<file path="src/rtl/sap1_sequencer.sv">
// SAP-1 micro-step sequencer and control-word decoder.
// Walks T0..T4 per instruction and decodes the IR opcode into datapath strobes.
module sap1_sequencer #(
    parameter int unsigned STEP_W = 3
) (
    input  logic              mclk,
    input  logic              reset,
    input  logic              mclk_en,
    input  logic [3:0]        i_opcode,
    input  logic              i_carry,
    input  logic              i_zero,
    output logic              o_co,
    output logic              o_mi,
    output logic              o_ro,
    output logic              o_ri,
    output logic              o_ii,
    output logic              o_io,
    output logic              o_ai,
    output logic              o_ao,
    output logic              o_bi,
    output logic              o_eo,
    output logic              o_su,
    output logic              o_fi,
    output logic              o_ce,
    output logic              o_j,
    output logic              o_oi,
    output logic              o_hlt,
    output logic [STEP_W-1:0] o_step
);

    localparam logic [3:0] OP_LDA = 4'b0001;
    localparam logic [3:0] OP_ADD = 4'b0010;
    localparam logic [3:0] OP_SUB = 4'b0011;
    localparam logic [3:0] OP_STA = 4'b0100;
    localparam logic [3:0] OP_LDI = 4'b0101;
    localparam logic [3:0] OP_JMP = 4'b0110;
    localparam logic [3:0] OP_JC  = 4'b0111;
    localparam logic [3:0] OP_JZ  = 4'b1000;
    localparam logic [3:0] OP_OUT = 4'b1110;
    localparam logic [3:0] OP_HLT = 4'b1111;

    typedef enum logic [2:0] {
        T0 = 3'd0,
        T1 = 3'd1,
        T2 = 3'd2,
        T3 = 3'd3,
        T4 = 3'd4
    } step_t;

    typedef struct packed {
        logic co, mi, ro, ri, ii, io, ai, ao;
        logic bi, eo, su, fi, ce, j, oi, hlt;
    } ctrl_t;

    step_t step_q, step_d, last_step;
    logic  halted_q, halted_d;
    ctrl_t ctrl;

    // State register; reset wins over the clock enable.
    always_ff @(posedge mclk) begin
        if (reset) begin
            step_q   <= T0;
            halted_q <= 1'b0;
        end else if (mclk_en) begin
            step_q   <= step_d;
            halted_q <= halted_d;
        end
    end

    // Control word decode and next-step selection.
    always_comb begin
        ctrl      = '0;
        step_d    = step_q;
        halted_d  = halted_q;
        last_step = T2;

        case (i_opcode)
            OP_LDA, OP_STA: last_step = T3;
            OP_ADD, OP_SUB: last_step = T4;
            default:        last_step = T2;
        endcase

        if (halted_q) begin
            ctrl.hlt = 1'b1;
        end else begin
            case (step_q)
                T0: begin
                    ctrl.co = 1'b1;
                    ctrl.mi = 1'b1;
                end
                T1: begin
                    ctrl.ro = 1'b1;
                    ctrl.ii = 1'b1;
                    ctrl.ce = 1'b1;
                end
                T2: begin
                    case (i_opcode)
                        OP_LDA, OP_ADD, OP_SUB, OP_STA: begin
                            ctrl.io = 1'b1;
                            ctrl.mi = 1'b1;
                        end
                        OP_LDI: begin
                            ctrl.io = 1'b1;
                            ctrl.ai = 1'b1;
                        end
                        OP_JMP: begin
                            ctrl.io = 1'b1;
                            ctrl.j  = 1'b1;
                        end
                        OP_JC: begin
                            ctrl.io = 1'b1;
                            ctrl.j  = i_carry;
                        end
                        OP_JZ: begin
                            ctrl.io = 1'b1;
                            ctrl.j  = i_zero;
                        end
                        OP_OUT: begin
                            ctrl.ao = 1'b1;
                            ctrl.oi = 1'b1;
                        end
                        OP_HLT:  ctrl.hlt = 1'b1;
                        default: ctrl = '0;
                    endcase
                end
                T3: begin
                    case (i_opcode)
                        OP_LDA: begin
                            ctrl.ro = 1'b1;
                            ctrl.ai = 1'b1;
                        end
                        OP_ADD, OP_SUB: begin
                            ctrl.ro = 1'b1;
                            ctrl.bi = 1'b1;
                        end
                        OP_STA: begin
                            ctrl.ao = 1'b1;
                            ctrl.ri = 1'b1;
                        end
                        default: ctrl = '0;
                    endcase
                end
                T4: begin
                    if (i_opcode == OP_ADD || i_opcode == OP_SUB) begin
                        ctrl.eo = 1'b1;
                        ctrl.ai = 1'b1;
                        ctrl.fi = 1'b1;
                        ctrl.su = (i_opcode == OP_SUB);
                    end
                end
                default: ctrl = '0;
            endcase

            // last_step is never below T2, so fetch steps always advance.
            if (step_q >= last_step) begin
                step_d = T0;
            end else begin
                step_d = step_t'(step_q + 3'd1);
            end

            if (step_q == T2 && i_opcode == OP_HLT) begin
                halted_d = 1'b1;
            end
        end
    end

    assign o_co   = ctrl.co;
    assign o_mi   = ctrl.mi;
    assign o_ro   = ctrl.ro;
    assign o_ri   = ctrl.ri;
    assign o_ii   = ctrl.ii;
    assign o_io   = ctrl.io;
    assign o_ai   = ctrl.ai;
    assign o_ao   = ctrl.ao;
    assign o_bi   = ctrl.bi;
    assign o_eo   = ctrl.eo;
    assign o_su   = ctrl.su;
    assign o_fi   = ctrl.fi;
    assign o_ce   = ctrl.ce;
    assign o_j    = ctrl.j;
    assign o_oi   = ctrl.oi;
    assign o_hlt  = ctrl.hlt;
    assign o_step = STEP_W'(step_q);

endmodule

</file>
<file path="config.mk">
export PLATFORM = sky130hd
export DESIGN_NAME = sap1_sequencer
export DESIGN_NICKNAME = d
export VERILOG_FILES = /design/src/rtl/sap1_sequencer.sv
export SDC_FILE = /design/constraint.sdc
export NUM_CORES = 1
export LEC_CHECK = 0
export BUFFER_PORTS_ARGS = -buffer_cell sky130_fd_sc_hd__buf_4
export CAP_MARGIN = 25
export CORE_AREA = 2 2 39 41
export CTS_BUF_LIST = sky130_fd_sc_hd__clkbuf_4 sky130_fd_sc_hd__clkbuf_8 sky130_fd_sc_hd__clkbuf_16
export DETAILED_ROUTE_END_ITERATION = 10
export DIE_AREA = 0 0 41 43
export PLACE_DENSITY = 0.79
export SLEW_MARGIN = 20
export SYNTH_ARGS = -nofsm -noshare
export SYNTH_HDL_FRONTEND = slang
export SYNTH_SLANG_ARGS = --single-unit
</file>
<file path="constraint.sdc">
create_clock -name mclk -period 3.15 [get_ports mclk]
set_input_delay 0.4725 -clock mclk [delete_from_list [all_inputs] [get_ports mclk]]
set_output_delay 0.4725 -clock mclk [all_outputs]
set_load 0.1 [all_outputs]
</file>
== After elaboration in Yosys (flattened, before gate mapping) ==
Cells that the tools add are included.
Widths: inputs -> output; s select.

* Add/sub/neg operators: 1
* $mul: 0
* Div/mod/pow operators: 0
* Magnitude comparators: 1
* Equality and inequality tests: 14
* Shift-type cells: 0
* Multiplexer cells: 27
* Bitwise operators: 1
* Reductions and logical operators: 9

{| class="wikitable"
|+ Operators with widths
! cell !! number
|-
| $eq 4x3->1 const B || 4
|-
| $mux 1 || 16
|-
| $mux 15 || 1
|-
| $eq 4x4->1 const B || 3
|-
| $mux 3 || 4
|-
| $eq 4x2->1 const B || 2
|-
| $pmux 2 s2 || 2
|-
| $reduce_or 8->1 || 1
|-
| $eq 3x2->1 const B || 2
|-
| $pmux 1 s3 || 2
|-
| $pmux 3 s2 || 1
|-
| $eq 4x1->1 const B || 1
|-
| $reduce_or 2->1 || 2
|-
| $reduce_or 4->1 || 1
|-
| $add 3x1->3 const B || 1
|-
| $eq 3x1->1 const B || 1
|-
| $eq 3x3->1 const B || 1
|-
| $ge 3x3->1 || 1
|-
| $logic_not 3->1 || 1
|-
| $reduce_or 3->1 || 1
|-
| $pmux 1 s2 || 1
|-
| $reduce_and 2->1 || 1
|-
| $logic_and 1x1->1 || 1
|-
| $logic_or 1x1->1 || 1
|-
| $not 1->1 || 1
|}

* Register bits: 4
* Latch bits: 0
* Memory bits (writable): 0
* ROM bits: 0
* Input port bits: 9
* Output and inout bits: 19
* Logic and storage cells: 55
* Memories kept: 0

== Logic depth before layout (Yosys ltp) ==
Gate-level depths: netlist of run 1.

* Word-level depth: 5
* Gate-level depth with buffers: 8
* Gate-level depth less buffers: 7

== Least setup slack after synthesis of run 1 ==
Ideal clock, no wire load.

* Kind: reg2out
* From: reg step_q[1] (netlist: o_step[1])
* To: out o_ao
* Arrival: 3.866 ns
* Required time: 2.677 ns
* Slack: -1.188 ns
* Cell stages (with the launch flop): 5
* Cells stage by stage: dfxtp_1 > ha_1 > ha_1 > nand3_1 > a211oi_1

* Word-level cells in the longest chain between the ends: 3

{| class="wikitable"
|+ Ends and longest elaborated chain
! what !! line !! source
|-
| from (decl) || 55 || <nowiki>step_t step_q, step_d, last_step;</nowiki>
|-
| from (signal assigned) || 65 || <nowiki>step_q <= step_d;</nowiki>
|-
| $eq 3x2->1 || 86 || <nowiki>case (step_q)</nowiki>
|-
| $pmux 2 s2 * || 86 ||
|-
| $mux 15 * || 83 || <nowiki>if (halted_q) begin</nowiki>
|-
| to (decl) || 19 || <nowiki>output logic o_ao,</nowiki>
|}

Every way passes the cells marked *; elsewhere a longest branch is shown, timed or not.

== Worst setup path in the final report of run 1 ==
* From: reg step_q[0] (netlist: o_step[0])
* To: out o_ai

* Word-level cells in the longest chain between the ends: 3

{| class="wikitable"
|+ Ends and longest elaborated chain
! what !! line !! source
|-
| $eq 3x3->1 or $eq 3x2->1 (tied branches) || 86 ||
|-
| $pmux 1 s3 * || 86 ||
|-
| $mux 15 * || 83 ||
|-
| to (decl) || 18 || <nowiki>output logic o_ai,</nowiki>
|}

Marks and branches as above.

==> results of run 1 <==
==> cells by family (layout without fill, tap and decap cells) <==
logic type	count (synthesis)	in the layout	synth area share
buffers and inverters	11	34	0.1344
adder cells (fa/ha/maj)	8	8	0.1629
multiplexers	1	1	0.01833
AND/OR/NAND/NOR	36	36	0.3829
AO/OA/AOI/OAI	11	11	0.1426
XOR/XNOR	2	2	0.02852
flip-flops	4	4	0.1304
==> power by group <==
group	internal [mW]	total (mW)	leakage, nW	switching (mW)
clock	0.0425	0.0610	0.0138	0.0185
combinational	0.0441	0.181	0.315	0.137
sequential	0.0544	0.0583	0.0333	0.00396
==> how the worst max path moves through the flow <==
stage               from  slack (ns)  depth (start not counted)   end
3_3_place_gp   o_step[0]        0.91                          7  o_ai
6_report       o_step[0]        0.62                          7  o_ai
3_5_place_dp   o_step[0]        0.86                          7  o_ai
2_1_floorplan  o_step[2]       0.008                          2  o_su
4_1_cts        o_step[0]        0.60                          7  o_ai
5_1_grt        o_step[0]        0.49                          7  o_ai
==> metal layers <==
metal | part of all wire | vias up | routed length [µm]
met3 | 0.081 | 0 | 113
met4 | 0 | 0 | 0
li1 | - | 316 | -
met2 | 0.51 | 25 | 718
met5 | 0 | - | 0
met1 | 0.41 | 271 | 570
==> cells in the final DEF, fill, tap and decap left out, drive strengths merged, types with 2 or more instances in the layout <==
| cell | count |
|---|---|
| and4 | 2 |
| nand2b | 4 |
| or4 | 2 |
| o32ai | 3 |
| nor2b | 3 |
| nor3 | 6 |
| and2 | 3 |
| clkbuf | 3 |
| dfxtp | 4 |
| ha | 8 |
| buf | 27 |
| a21oi | 2 |
| nand3 | 4 |
| inv | 4 |
| nor2 | 6 |
==> registers in the layout, summed over array words and instances (netlist names) <==
register / flops
halted_q: 1
o_step: 3
==> metrics by stage <==
stage                     hold WS [ns]  total power [mW]  utilization
final                           0.4540            0.3005       0.6049
after global routing            0.4660            0.3157       0.6049
after CTS                       0.4442            0.3063       0.6049
after detailed placement        0.5822            0.2406       0.5886
after global placement          0.5616            0.2385       0.5886
after floorplan                 0.5449            0.2075            -
==> worst max-delay path, stage by stage, from the launching register on <==
cell and delay, ns:
dfxtp_2 0.33, inv_1 0.12, ha_1 0.19, nor2b_1 0.20, mux2_2 0.17, nand3_1 0.11, a2111oi_4 0.35, buf_4 0.34
==> area by class of cell <==
type / count / area [µm²] / share of cell area
clock buffers: 3 / 22.52 / 0.02691
inverters: 4 / 15.01 / 0.01794
well taps: 16 / 20.02 / 0.02392
multi-input cells: 58 / 494.2 / 0.5904
flip-flops and latches: 4 / 82.58 / 0.09865
repair buffers: 27 / 202.7 / 0.2422
==> summary.txt, run 1 <==
CTS
  • Clock Path Buffers: 2
  • Hold_buf cts: 0
  • H-tree Lvls: 1
  • CTS Buf Count: 3
  • Clock sink count: 4
  • Worst-Skew Late Latency: about 0.23 ns
  • TritonCTS clock tree: done
  • CTS Root Cell: clkbuf_4
  • Clk pin slew, worst setup/hold paths: roughly 0.040 ns
  • PostCTS Resize Cnt: 0
  • Postcts setup bufs: 0

Yosys
  • Register area share after synthesis: 0.1303
  • Synth top area cells: ha_1 (16%), dfxtp_1 (13%), buf_6 (7.3%)
  • Primary FF master, synth: dfxtp_1
  • Most area-hungry cell type in the Yosys netlist: ha_1
  • Cells after synthesis: 73
  • Synth cell types: 33
  • Share of the synthesized area in the top cell type: 0.1629
  • Synth Net Count: 90
  • EDFF count, synth: 0
  • Ys async rst share: 0
  • Synth top cells by count: ha_1 (8), nor2_1 (6), nor3_1 (6)
  • Syn_area_per_cell: 8.416 µm²
  • Top-count cell post-synth: ha_1
  • Synth warn: 0
  • Mapped cell area: slightly above 600 µm²
  • Yosys reg bits: 4

Power and ir drop
  • Power Density: between 300 and 400 nW/µm²
  • Worst IR Drop VDD: approximately 0.21 mV
  • LEAKAGE: roughly 0.36 nW

Finish
  • Nets: 115
  • Synth-to-Final Area Change: 36.25%
  • Layout cell share with drive strength beyond 1: 0.4375
  • Cell Count, Final, Fillers Out: around 110
  • # fillers: 140
  • Ant diodes: 0
  • Finished Cell Area: between 800 and 900 µm²

Floorplanning
  • Die Area: 1763 µm²
  • Core box area: ~1400 µm²
  • Die Y: 43 µm
  • Row count: 14
  • Ports: 28
  • Initial Util: 0.4439
  • Die Width: 41 µm

Place
  • Placer congestion estimate: 0.7385
  • Buffers on Ports: 27
  • Dpl cells: between 100 and 150
  • Post-Place Worst Slack: 0.8559 ns
  • HPWL Detailed: between 1000 and 1500 µm
  • Area of placed instances: 814.5 µm²

Setup path
  • Reg2reg end: o_step[2]
  • CP Data Required Time: around 2.7 ns
  • Setup CP Type: reg2out
  • Worst r2r src: o_step[2]
  • Setup crit end kind: output pin
  • Critical Path Start Type: flop
  • Critical Path Fanout Max: 5
  • Crit path DAT: about 2 ns
  • Worst Reg-to-Reg Cells: 4
  • FF-to-FF setup slack: between 1.5 and 2 ns

STA
  • Post-Route Setup TNS: 0 ns
  • Worst rel slew slack: 0.6598
  • Setup Skew: just over 0.0007 ns
  • Worst Slack Setup Final: 0.6237 ns
  • Min Clock Period, post-route: ~2.5 ns
  • Fin crit share: 0.8020
  • # setup viols final: 0
  • Final slew viol count: 0
  • Fmax: 395.8 MHz
  • Worst Max-Slew Pin Slew: between 0.5 and 0.6 ns
  • Unrepaired setup endpoints after global routing: false
  • Final Hold Viols: 0

Detailed routing
  • Drt via density: between 5 and 6
  • WL/cell: 12.53 µm
  • Detailed Routing Iterations Pass 1: 4
  • Antenna viol nets, final: 0
  • Vias: just over 600
  • Drt drc: 0
  • Wirelength, routed: around 1400 µm
  • DR iter-0 viols: 8

Min path
  • Path category of the worst min-delay check: in2reg
  • Worst Hold Path EP: halted_q
  • Hold Path Stages: 2
  • Min-delay src: reset

Global route
  • Top Usage Layer GRT: met2
  • Vias in the first global route: 555
  • Gr usage total: 0.1805
  • GR Util met3: 0.01571
  • First-pass GRT wire length: roughly 2300 µm
  • Largest net degree at the start of global routing: 12
  • GR Util met1: 0.2147
  • Initial antenna violation count: 0
  • M2 GR Usage: 0.3156
  • GRT overflow: 0

Status
  • Status: completed

Run
  • Max cap viols: 0
(Power assumes the default switching activity.)
==> run 2: changes to the inputs <==
CORE_AREA = not set   (was 2 2 39 41)
CORE_MARGIN = 1   (was not set)
CORE_UTILIZATION = 45   (was not set)
DIE_AREA = not set   (was 0 0 41 43)
PLACE_DENSITY = 0.77   (was 0.79)
clock period = 2.5 ns   (was 3.15 ns; I/O delays follow)
==> run 2 against run 1 <==
Effect of this change:
- sequential power up 30%
- die area is 14% lower
- flip-flop and latch count unchanged
- clock power increased by 61%
- register-to-register slack worse by 0.63 ns
- critical path depth did not move
- largest power group unchanged
- first-iteration DRC count up 75%
- cell area grew 10%
- core utilization is 17 points higher
==> summary.txt, run 2 (synthesized netlist as in run 1, its figures left out) <==
Finish
  • Nets: 115 (unchanged)
  • Synth-to-Final Area Change: 50.10% (was 36.25%)
  • Layout cell share with drive strength beyond 1: 0.5773 (was 0.4375)
  • # fillers: 93 (was 140)
  • Ant diodes: 0 (unchanged)
  • Commonest non-fill, non-tap cell in the layout: buf_4 (unchanged)
  • Layout Utilization: 0.7774 (was 0.6049)
  • Commonest non-fill, non-tap cells in the layout: buf_4 (27), nor2_1 (6), ha_1 (5) (was buf_4 (27), ha_1 (8), nor2_1 (6))
  • Max FFs per register: 3 (unchanged)

CTS
  • TritonCTS clock tree: done (unchanged)
  • Hold_buf cts: 0 (unchanged)
  • Clock sink count: 4 (unchanged)
  • H-tree Lvls: 1 (unchanged)
  • Worst-Skew Late Latency: 0.24 ns (was 0.23 ns)
  • Clock Path Buffers: 2 (unchanged)
  • CTS Root Cell: clkbuf_4 (unchanged)
  • Postcts setup bufs: 0 (unchanged)
  • CTS Buf Count: 3 (unchanged)
  • PostCTS Resize Cnt: 0 (unchanged)
  • Clk pin slew, worst setup/hold paths: 0.05 ns (was 0.04 ns)

Detailed routing
  • Detailed Routing Iterations Pass 1: 4 (unchanged)
  • DR iter-0 viols: 14 (was 8)
  • Vias: 620 (was 612)
  • Wirelength, routed: 1524 µm (was 1403 µm)
  • Antenna viol nets, final: 0 (unchanged)
  • WL/cell: 13.73 µm (was 12.53 µm)
  • Drt via density: 5.586 (was 5.464)
  • Drt drc: 0 (unchanged)

Setup path
  • Slowest cell delay on critical path: 0.37 ns (was 0.35 ns)
  • CP Data Required Time: 2.12 ns (was 2.68 ns)
  • Critical Path Fanout Max: 5 (unchanged)
  • Crit path DAT: 1.92 ns (was 2.05 ns)
  • Crit path capture: o_ai (unchanged)
  • Top Family by Delay on Critical Path: buffers and inverters (unchanged)
  • CP cell instances: inv_2 > ha_4 > nor2b_4 > mux2_4 > nand3_2 > a2111oi_4 > buf_4 (was inv_1 > ha_1 > nor2b_1 > mux2_2 > nand3_1 > a2111oi_4 > buf_4)
  • FF-to-FF setup slack: 0.93 ns (was 1.56 ns)
  • Setup CP Type: reg2out (unchanged)
  • Reg2reg end: o_step[2] (unchanged)
  • WP depth: 7 (unchanged)
  • Setup crit end kind: output pin (unchanged)
  • Worst r2r src: o_step[2] (unchanged)
  • CP max-delay cell: a2111oi_4 (unchanged)
  • Worst path bufs/invs: 2 (unchanged)
  • Critical Path Start Type: flop (unchanged)
  • Crit path launch: o_step[0] (unchanged)
  • Worst Reg-to-Reg Cells: 4 (unchanged)

Power and ir drop
  • Switching Power: 0.2123 mW (was 0.1595 mW)
  • Power Density: 448.5 nW/µm² (was 358.9 nW/µm²)
  • LEAKAGE: 0.3706 nW (was 0.3626 nW)
  • Seq pwr share: 0.184 (was 0.194)
  • Combinational Power Share: 0.579 (was 0.603)
  • Pint: 0.2013 mW (was 0.1409 mW)
  • Sw Ratio: 0.5133 (was 0.5310)
  • Clock share of power: 0.237 (was 0.203)
  • Worst IR Drop VDD: 0.3760 mV (was 0.2099 mV)

STA
  • Fin crit share: 0.9178
  • Unrepaired setup endpoints after global routing: false (unchanged)
  • Final slew viol count: 0 (unchanged)
  • Setup Skew: 0.01103 ns (was 0.0007171 ns)
  • # setup viols final: 0 (unchanged)
  • Final Hold Viols: 0 (unchanged)
  • Min Clock Period, post-route: approximately 2.3 ns
  • Fmax: approximately 440 MHz
  • Worst Max-Slew Pin Slew: 0.5765 ns (was 0.5095 ns)
  • Post-Route Setup TNS: 0 ns (unchanged)
  • Worst rel slew slack: 0.6152 (was 0.6598)

Floorplanning
  • Row count: 12 (was 14)
  • Die Y: 38.95 µm (was 43 µm)
  • Initial Util: 0.5179 (was 0.4439)
  • Die Area: 1517 µm² (was 1763 µm²)
  • Ports: 28 (unchanged)
  • Core box area: 1186 µm² (was 1384 µm²)
  • Die Width: 38.95 µm (was 41 µm)

Status
  • Status: completed (unchanged)

Global route
  • Vias in the first global route: 537 (was 555)
  • GRT overflow: 0 (unchanged)
  • Gr usage total: 0.2351 (was 0.1805)
  • First-pass GRT wire length: 2408 µm (was 2311 µm)
  • Initial antenna violation count: 0 (unchanged)
  • Largest net degree at the start of global routing: 12 (unchanged)

Place
  • Placer congestion estimate: 0.7428 (was 0.7385)
  • Buffers on Ports: 27 (unchanged)
  • HPWL Detailed: 1246 µm (was 1184 µm)

Min path
  • Path category of the worst min-delay check: in2reg (unchanged)
  • Min-delay src: reset (unchanged)

Run
  • Max cap viols: 0 (unchanged)
run 2: changes by cell type in the layout (fill, tap and decap cells not counted), moves of 2 or more:
| cell | before | now |
|---|---|---|
| ha_1 | 8 | 5 |
| ha_4 | 0 | 3 |
| and2_1 | 3 | 0 |
| and2_2 | 0 | 3 |
| dfxtp_4 | 0 | 2 |
run 2: cell type report:
class	count	area [µm²]	area share
Timing Repair Buffer	27	202.7	0.2198
Tap cell	14	17.52	0.01900
Multi-Input combinational cell	58	568.0	0.6160
Sequential cell	4	88.84	0.09634
Inverter	4	15.01	0.01628
Clock buffer	4	30.03	0.03256
run 2: worst min-delay path by stage:
stage,endpoint,slack [ns],cells past startpoint
6_report,halted_q,0.36,2
2_1_floorplan,halted_q,0.45,1
3_3_place_gp,o_step[0],0.58,2
4_1_cts,halted_q,0.36,2
3_5_place_dp,o_step[0],0.60,2
5_1_grt,halted_q,0.36,2
run 2: per-layer routing:
layer,track usage,vias up,wire [µm]
met5,0,-,0
met4,0.06034,0,8
met3,0.04046,2,64
met2,0.4375,21,787
met1,0.2699,282,664
li1,-,315,-
run 2: power groups by stage:
stage / combinational, mW / clock [mW] / sequential [mW]
2_1_floorplan: 0.172 / 0 / 0.100
3_3_place_gp: 0.237 / 0 / 0.0765
3_5_place_dp: 0.239 / 0 / 0.0771
4_1_cts: 0.240 / 0.102 / 0.0760
5_1_grt: 0.251 / 0.107 / 0.0765
6_report: 0.239 / 0.0982 / 0.0759
run 2: metrics by stage:
stage / hold WS (ns) / total power, mW / instance area [µm²] / setup slack, ns / cells
5_1_grt: 0.3584 / 0.4350 / 922.1 / 0.1428 / 111
3_3_place_gp: 0.5775 / 0.3134 / 892.1 / 0.5020 / 107
4_1_cts: 0.3597 / 0.4182 / 922.1 / 0.2025 / 111
3_5_place_dp: 0.5960 / 0.3164 / 892.1 / 0.4700 / 107
2_1_floorplan: 0.4474 / 0.2727 / 739.5 / -0.1981 / 73
6_report: 0.3650 / 0.4136 / 922.1 / 0.2056 / 111
